`config.mk`:
```
export PLATFORM = sky130hd
export DESIGN_NAME = activity_selector
export DESIGN_NICKNAME = d
export VERILOG_FILES = /design/src/rtl/fitness_pkg.sv /design/src/rtl/button_conditioner.sv /design/src/rtl/activity_selector.sv
export SDC_FILE = /design/constraint.sdc
export NUM_CORES = 1
export LEC_CHECK = 0
export BUFFER_PORTS_ARGS = -buffer_cell sky130_fd_sc_hd__buf_4
export CAP_MARGIN = 10
export CORE_MARGIN = 3
export CORE_UTILIZATION = 30
export CTS_BUF_LIST = sky130_fd_sc_hd__clkbuf_8 sky130_fd_sc_hd__clkbuf_16
export DETAILED_ROUTE_END_ITERATION = 8
export PLACE_DENSITY = 0.43
export SLEW_MARGIN = 20
export SYNTH_ARGS = -nofsm -noshare
export SYNTH_HDL_FRONTEND = slang
export SYNTH_SLANG_ARGS = --single-unit
```
`constraint.sdc`:
```
create_clock -name clk -period 4.4 [get_ports clk]
set_input_delay 0.88 -clock clk [delete_from_list [all_inputs] [get_ports clk]]
set_output_delay 0.88 -clock clk [all_outputs]
set_load 0.02 [all_outputs]
```
`src/rtl/fitness_pkg.sv`:
```
// fitness_pkg: shared activity codes and widths for the fitness tracker
//   ACT_W      - width of the activity code bus
//   SEC_W      - width of the seconds counters consumed downstream
//   activity_e - IDLE=0, RUN=1, WALK=2, CYCLE=3, PAUSED=4
//   is_active  - true for the three states that accumulate time
package fitness_pkg;
    localparam int ACT_W = 3;
    localparam int SEC_W = 8;
    typedef enum logic [ACT_W-1:0] {
        ACT_IDLE   = 3'd0,
        ACT_RUN    = 3'd1,
        ACT_WALK   = 3'd2,
        ACT_CYCLE  = 3'd3,
        ACT_PAUSED = 3'd4
    } activity_e;
    function automatic logic is_active(activity_e a);
        return a == ACT_RUN || a == ACT_WALK || a == ACT_CYCLE;
    endfunction
endpackage

```
`src/rtl/button_conditioner.sv`:
```
// button_conditioner: synchronizes, debounces and edge-detects one raw push-button
//   i_clk    - system clock
//   i_rst_n  - asynchronous active-low reset
//   i_btn    - raw asynchronous button level, active-high
//   o_press  - one-cycle pulse on each accepted 0->1 transition
// Build option: ACTIVITY_DEBOUNCE_EN enables the debouncer; without it the
// synchronized level is taken as the accepted level directly.
module button_conditioner #(
    parameter int DEBOUNCE_CYCLES = 4
) (
    input  logic i_clk,
    input  logic i_rst_n,
    input  logic i_btn,
    output logic o_press
);
    logic r_s1;
    logic r_s2;
    logic r_prev;
    logic w_acc;
    if (DEBOUNCE_CYCLES < 1) begin : g_bad_debounce_cycles
    end
    always_ff @(posedge i_clk or negedge i_rst_n) begin
        if (!i_rst_n) begin
            r_s1 <= 1'b0;
            r_s2 <= 1'b0;
        end else begin
            r_s1 <= i_btn;
            r_s2 <= r_s1;
        end
    end
`ifdef ACTIVITY_DEBOUNCE_EN
    localparam int CW = $clog2(DEBOUNCE_CYCLES + 1);
    logic [CW-1:0] r_cnt;
    logic          r_acc;
    // Counts consecutive cycles of disagreement; any agreement restarts the count.
    always_ff @(posedge i_clk or negedge i_rst_n) begin
        if (!i_rst_n) begin
            r_cnt <= '0;
            r_acc <= 1'b0;
        end else if (r_s2 == r_acc) begin
            r_cnt <= '0;
        end else if (r_cnt == CW'(DEBOUNCE_CYCLES - 1)) begin
            r_cnt <= '0;
            r_acc <= r_s2;
        end else begin
            r_cnt <= r_cnt + 1'b1;
        end
    end
    assign w_acc = r_acc;
`else
    assign w_acc = r_s2;
`endif
    always_ff @(posedge i_clk or negedge i_rst_n) begin
        if (!i_rst_n) r_prev <= 1'b0;
        else          r_prev <= w_acc;
    end
    assign o_press = w_acc & ~r_prev;
endmodule

```
`src/rtl/activity_selector.sv`:
```
// activity_selector: button front-end, activity FSM and 1-second time base
//   clk       - system clock, all state on rising edge
//   rst_n     - asynchronous active-low reset
//   btn_run / btn_walk / btn_cycle / btn_pause - raw buttons, active-high
//   run / walk / cycle - one-cycle pulse per elapsed second of that activity
//   activity  - current state code (IDLE=0 RUN=1 WALK=2 CYCLE=3 PAUSED=4)
// Build option: ACTIVITY_DEBOUNCE_EN enables button debouncing.
module activity_selector
    import fitness_pkg::*;
#(
    parameter int TICK_DIV        = 100,
    parameter int DEBOUNCE_CYCLES = 4
) (
    input  logic             clk,
    input  logic             rst_n,
    input  logic             btn_run,
    input  logic             btn_walk,
    input  logic             btn_cycle,
    input  logic             btn_pause,
    output logic             run,
    output logic             walk,
    output logic             cycle,
    output logic [ACT_W-1:0] activity
);
    localparam int PW = $clog2(TICK_DIV);
    logic [3:0]    w_btn;
    logic [3:0]    w_press;
    activity_e     r_state;
    activity_e     r_last;
    activity_e     w_next;
    logic          w_resume;
    logic          w_clear;
    logic          w_wrap;
    logic [PW-1:0] r_presc;
    if (TICK_DIV < 2) begin : g_bad_tick_div
    end
    // Bit order doubles as priority order: run, walk, cycle, pause.
    assign w_btn = {btn_pause, btn_cycle, btn_walk, btn_run};
    for (genvar i = 0; i < 4; i++) begin : g_btn
        button_conditioner #(
            .DEBOUNCE_CYCLES(DEBOUNCE_CYCLES)
        ) u_cond (
            .i_clk  (clk),
            .i_rst_n(rst_n),
            .i_btn  (w_btn[i]),
            .o_press(w_press[i])
        );
    end
    always_comb begin
        w_next   = r_state;
        w_resume = 1'b0;
        if (w_press[0]) begin
            w_next = ACT_RUN;
        end else if (w_press[1]) begin
            w_next = ACT_WALK;
        end else if (w_press[2]) begin
            w_next = ACT_CYCLE;
        end else if (w_press[3] && is_active(r_state)) begin
            w_next = ACT_PAUSED;
        end else if (w_press[3] && r_state == ACT_PAUSED) begin
            w_next   = r_last;
            w_resume = 1'b1;
        end
    end
    // A fresh activity starts a fresh second; a resume keeps the partial one.
    assign w_clear = w_next != r_state && is_active(w_next) && !w_resume;
    assign w_wrap  = r_presc == PW'(TICK_DIV - 1);
    always_ff @(posedge clk or negedge rst_n) begin
        if (!rst_n) begin
            r_state <= ACT_IDLE;
            r_last  <= ACT_RUN;
            r_presc <= '0;
            run     <= 1'b0;
            walk    <= 1'b0;
            cycle   <= 1'b0;
        end else begin
            r_state <= w_next;
            if (w_next == ACT_PAUSED && r_state != ACT_PAUSED) r_last <= r_state;
            r_presc <= (w_clear || w_next == ACT_IDLE) ? '0 :
                       is_active(r_state) ? (w_wrap ? '0 : r_presc + 1'b1) : r_presc;
            // Pre-edge state decides credit, so a second ending on a switch edge goes to the old activity.
            run     <= r_state == ACT_RUN   && w_wrap;
            walk    <= r_state == ACT_WALK  && w_wrap;
            cycle   <= r_state == ACT_CYCLE && w_wrap;
        end
    end
    assign activity = r_state;
endmodule
```
Word level (Yosys, flattened, before mapping)

Cells that the tools add are included.

Add/sub/neg operators: 1
Bitwise logic cells: 8
Reduce and logical (&&, ||, !) cells: 16
Eq/ne operators: 11
Multiplexer cells: 13

Operators by type and width:

| kind                                                | number |
|---|---|
| 2-to-1 mux 7 bit                                    | 3 |
| 2-to-1 mux 3 bit                                    | 5 |
| equality test 3 x 2 -> 1 bit, second input constant | 4 |
| logical AND 1 bit                                   | 8 |
| adder 7 x 1 -> 7 bit, second input constant         | 1 |
| equality test 7 bit, second input constant          | 1 |
| equality test 3 x 1 -> 1 bit, second input constant | 2 |
| equality test 3 bit, second input constant          | 2 |
| logical OR 1 bit                                    | 5 |
| 2-to-1 mux 1 bit                                    | 5 |
| AND 1 bit                                           | 4 |
| inverter 1 bit                                      | 4 |
| logical NOT 3 bit                                   | 1 |
| inequality test 3 bit                               | 1 |
| inequality test 3 bit, second input constant        | 1 |
| nonzero test 2 bit                                  | 1 |
| logical NOT 1 bit                                   | 1 |

Input bits: 6
Output and inout port bits: 6
Flip-flop bits (word level): 28

Longest topological paths before layout

Depth in word-level cells: 15
Gate-level depth with buffers: 6

Modules after synthesis

Synthesis repeated with hierarchy kept, for this count alone.

Cells, all modules: 106
Area total of the unflattened synthesis: 1228.7 um^2

Modules (own cells, without submodules):

| module             | instances | area an instance (um^2) | cells each | sequential area each (um^2) |
|---|---|---|---|---|
| activity_selector  | 1         | 873.3                   | 90         | 401.6 |
| button_conditioner | 4         | 88.8                    | 4          | 75.1 |

Worst setup path after synthesis

No wires, ideal clock.

Kind: reg-to-reg
From: register r_state[2] (netlist: activity[2])
To: register r_presc[0]
Data arrival time: 1.690 ns
Clock period less this slack: 1.822 ns
Path buffers: 1
Required time: 4.267 ns
Setup time: 0.133 ns
Path slack: 2.578 ns
Cell stages (with the launch flop): 7
Cell sequence: dfrtp_1 > buf_6 > or3b_4 > nor4b_4 > a31o_4 > o31ai_4 > a22oi_1

Cells in the longest elaborated chain, start to end: 15
Elaborated cells between the ends (all ways): 31

Ends and longest elaborated chain:

| what                                                                                | line                    | RTL |
|---|---|---|
| start, declared                                                                     | activity_selector.sv:28 | `activity_e r_state;` |
| start signal, assigned                                                              | activity_selector.sv:77 | `r_state <= w_next;` |
| equality test 3 x 1 -> 1 bit / equality test 3 x 2 -> 1 bit (equally long branches) | fitness_pkg.sv:17       | `return a == ACT_RUN \|\| a == ACT_WALK \|\| a == ACT_CYCLE;` |
| logical OR 1 bit (2 in series)                                                      | fitness_pkg.sv:17       |  |
| logical AND 1 bit                                                                   | activity_selector.sv:58 | `end else if (w_press[3] && is_active(r_state)) begin` |
| 2-to-1 mux 3 bit                                                                    | activity_selector.sv:58 |  |
| 2-to-1 mux 3 bit                                                                    | activity_selector.sv:56 | `end else if (w_press[2]) begin` |
| 2-to-1 mux 3 bit                                                                    | activity_selector.sv:54 | `end else if (w_press[1]) begin` |
| 2-to-1 mux 3 bit                                                                    | activity_selector.sv:52 | `if (w_press[0]) begin` |
| equality test 3 x 1 -> 1 bit / equality test 3 x 2 -> 1 bit (equally long branches) | fitness_pkg.sv:17       |  |
| logical OR 1 bit (2 in series)                                                      | fitness_pkg.sv:17       |  |
| logical AND 1 bit (2 in series)                                                     | activity_selector.sv:66 | `assign w_clear = w_next != r_state && is_active(w_next) && !w_resume;` |
| logical OR 1 bit                                                                    | activity_selector.sv:79 | `r_presc <= (w_clear \|\| w_next == ACT_IDLE) ? '0 :` |
| 2-to-1 mux 7 bit / nonzero test 2 bit (equally long branches)                       | -                       |  |
| end signal, assigned                                                                | activity_selector.sv:79 |  |
| end, declared                                                                       | activity_selector.sv:34 | `logic [PW-1:0] r_presc;` |

Parallel ways exist; a longest one is shown, timed or not.
A chain may end at the register's enable or synchronous reset.

Worst setup path in the final report

From: register r_state[0] (netlist: activity[0])
To: register r_presc[5]

Same word-level chain as after synthesis.

==> impl_metrics.toml <==
[route]
drt-initial-drc-count = 20
first_pass_iters = 4
wl_um = 2370
postRouteAntennaNets = 0
num_vias = 826
viasPerCell = 4.83
avgRoutedWirePerCell_um = 13.8
drc = 0

[worst_setup_path]
path_buf_inv = 0
rrSetupSlack_ps = 2270
path_depth = 5
end_kind = "flip-flop"
slowest_delay_ps = 570
r2r-end = "r_presc[5]"
critical_path_class = "flip-flop to flip-flop"
startpoint_type = "flip-flop"
critPathArrivalTime_ps = 2290
crit_top_cell = "o31ai_1"
cp_max_fo = 12
critical-path-top-delay-family = "compound AO/OA/AOI/OAI gates"
reg2reg_depth = 5
required_ps = 4550
crit_chain = "or4_1, o31ai_1, o31ai_1, a22oi_2, a21oi_1"
crit_slowest_cell = "or4_1"
r2r-start = "activity[0]"

[placed_design]
dp_hpwl_um = 1710
placed_cells = 167
gp_congestion = 0.741
dp_worst_setup_slack_ps = 2330
io_buffer_count = 11

[power_and_ir_drop]
peakVddDrop_v = 0.000136
switching_share_pct = 26.2
power_leakage_uw = 0.000626
power_uw = 610
power.density_nw_per_um2 = 410
switchingPower_uw = 160
pwr-share-comb_pct = 16.6
internal-power_uw = 450
pwr-share-seq_pct = 50.0
pwr-share-clk_pct = 33.4

[clock_network]
cts-resized-gates = 0
clock_latency_ps = 280
cts_setup_buffers = 0
clk_pin_slew_worst_paths_ps = 100
htreeDepth = 1
cts_num_sinks = 28
ctsHoldBuffers = 0
cts_root_buffer = "clkbuf_8"
cts_max_path_buffers = 2
numCtsBuffers = 3
cts_tree = "done"

[floorplanning]
die_area_sq_um = 5150
core-area_sq_um = 4090
ios = 12
start_util_pct = 31.8
fp.dieW_um = 71.8
rows = 23
die_h_um = 71.8

[timing]
slew_violations = 0
setup_tns_ps = 0
fmax_mhz = 469
worst_pin_slew_ps = 731
min_period_ps = 2130
rsz0062_at_grt = "no"
min_period_over_period_pct = 48.5
setup_viol = 0
fin_skew_ps = 9.41
setup_slack_ps = 2270
relSlewSlack_pct = 50.8
hold_viol = 0

[grt]
grt_use_total_pct = 10.3
grt_max_degree = 29
grt_pass1_vias = 856
grt_overflow = 0
grt_first_pass_wirelength_um = 4200
antenna_found_initial = 0

[yosys]
synth_area_leaders = "dfrtp_1, a21oi_1, nand2b_1, dfstp_2, xor2_1"
synth_cells = 110
synth.top_cell.area_share_pct = 52.1
synth_most_common_cell = "dfrtp_1"
synth_cell_types = 39
synth-edff-count = 0
seq_area_frac_synth_pct = 54.1
ys.flop_type = "dfrtp_1"
yosysWarnings = 0
syn_avg_cell_area_sq_um = 11.8
ys_ff_latch = 28
syn_nets = 117
yosys-top-cells-count = "dfrtp_1, a21oi_1, nand2b_1"
syn-cell-area_sq_um = 1300
async_flop_share_pct = 100
synth.largest_area_cell = "dfrtp_1"

[finish]
num_antenna_cells = 0
fill_cells = 402
nets = 129
area_growth_pct = 14.8
drive_above_1_share_pct = 23.1
final_cells = 171

[min_path]
min_to = "g_btn[2].u_cond.r_s2"
hp-start = "g_btn[2].u_cond.r_s1"
hold_path.class = "flip-flop to flip-flop"
hold_path_depth = 0

[run_status]
status = "completed"

[run]
max_cap_viol_count = 0
final cells by class:
cell class / instances / area [sq um] / area share [%]
Clock buffer: 3 / 41.3 / 2.77
Clock inverter: 1 / 30.0 / 2.02
Inverter: 1 / 3.75 / 0.252
Multi-Input combinational cell: 77 / 567 / 38.1
Sequential cell: 28 / 702 / 47.1
Tap cell: 50 / 62.6 / 4.20
Timing Repair Buffer: 11 / 82.6 / 5.55
layer usage:
metal	vias to the layer above	part of all wire, %	wire, um	global-route usage, %
met5	-	0	0	0
met4	0	1.6	37	3.76
met3	4	3.4	80	2.66
met2	14	43	1020	14.8
met1	388	52	1230	14.9
li1	420	-	-	-
worst max-delay path by stage:
stage / from / endpoint / slack, ps
3_5_place_dp: activity[0] / r_presc[3] / 2330
3_3_place_gp: activity[0] / r_presc[3] / 2310
2_1_floorplan: activity[2] / r_presc[0] / 2580
4_1_cts: activity[0] / r_presc[5] / 2290
6_report: activity[0] / r_presc[5] / 2270
5_1_grt: r_presc[0] / r_presc[5] / 2110
registers in the layout (all words and copies together), names as in the netlist:
register,cells
activity,3
cycle,1
g_btn.u_cond.r_prev,4
g_btn.u_cond.r_s1,4
g_btn.u_cond.r_s2,4
r_last,3
r_presc,7
run,1
walk,1
cell families (layout without fill, tap and decap cells):
group | Yosys count | count (layout) | share of synthesized area [%]
AOI/OAI and AO/OA | 26 | 26 | 15.3
xor gates and xnor gates | 5 | 5 | 3.38
adders and majority gates | 1 | 1 | 0.964
buffers and inverters | 5 | 16 | 2.22
DFF | 28 | 28 | 54.1
muxes | 3 | 3 | 2.51
and+or+nand+nor | 42 | 42 | 21.5
per-stage QoR:
step | hold WS [ps] | utilization (%) | instance area, sq um
floorplan | 331 | - | 1300
global placement | 334 | 34.7 | 1420
detailed placement | 336 | 34.7 | 1420
CTS | 362 | 36.4 | 1490
global route | 370 | 36.4 | 1490
finish | 360 | 36.4 | 1490
cell usage in the layout, fill, tap and decap left out, drive strengths merged, types with 4 or more instances in the layout:
cell and instances:
dfrtp 27, nand2b 7, nor2 4, a21oi 9
nand2 6, o21ai 5, nand4 4, buf 11
power by group through the flow:
stage	registers [uW]	clock network, uW	logic [uW]
5_1_grt	310	222	113
6_report	305	204	101
4_1_cts	305	211	102
3_5_place_dp	310	0	101
2_1_floorplan	302	0	79.7
3_3_place_gp	308	0	101
Note: power is estimated with default switching activity, not from simulation.
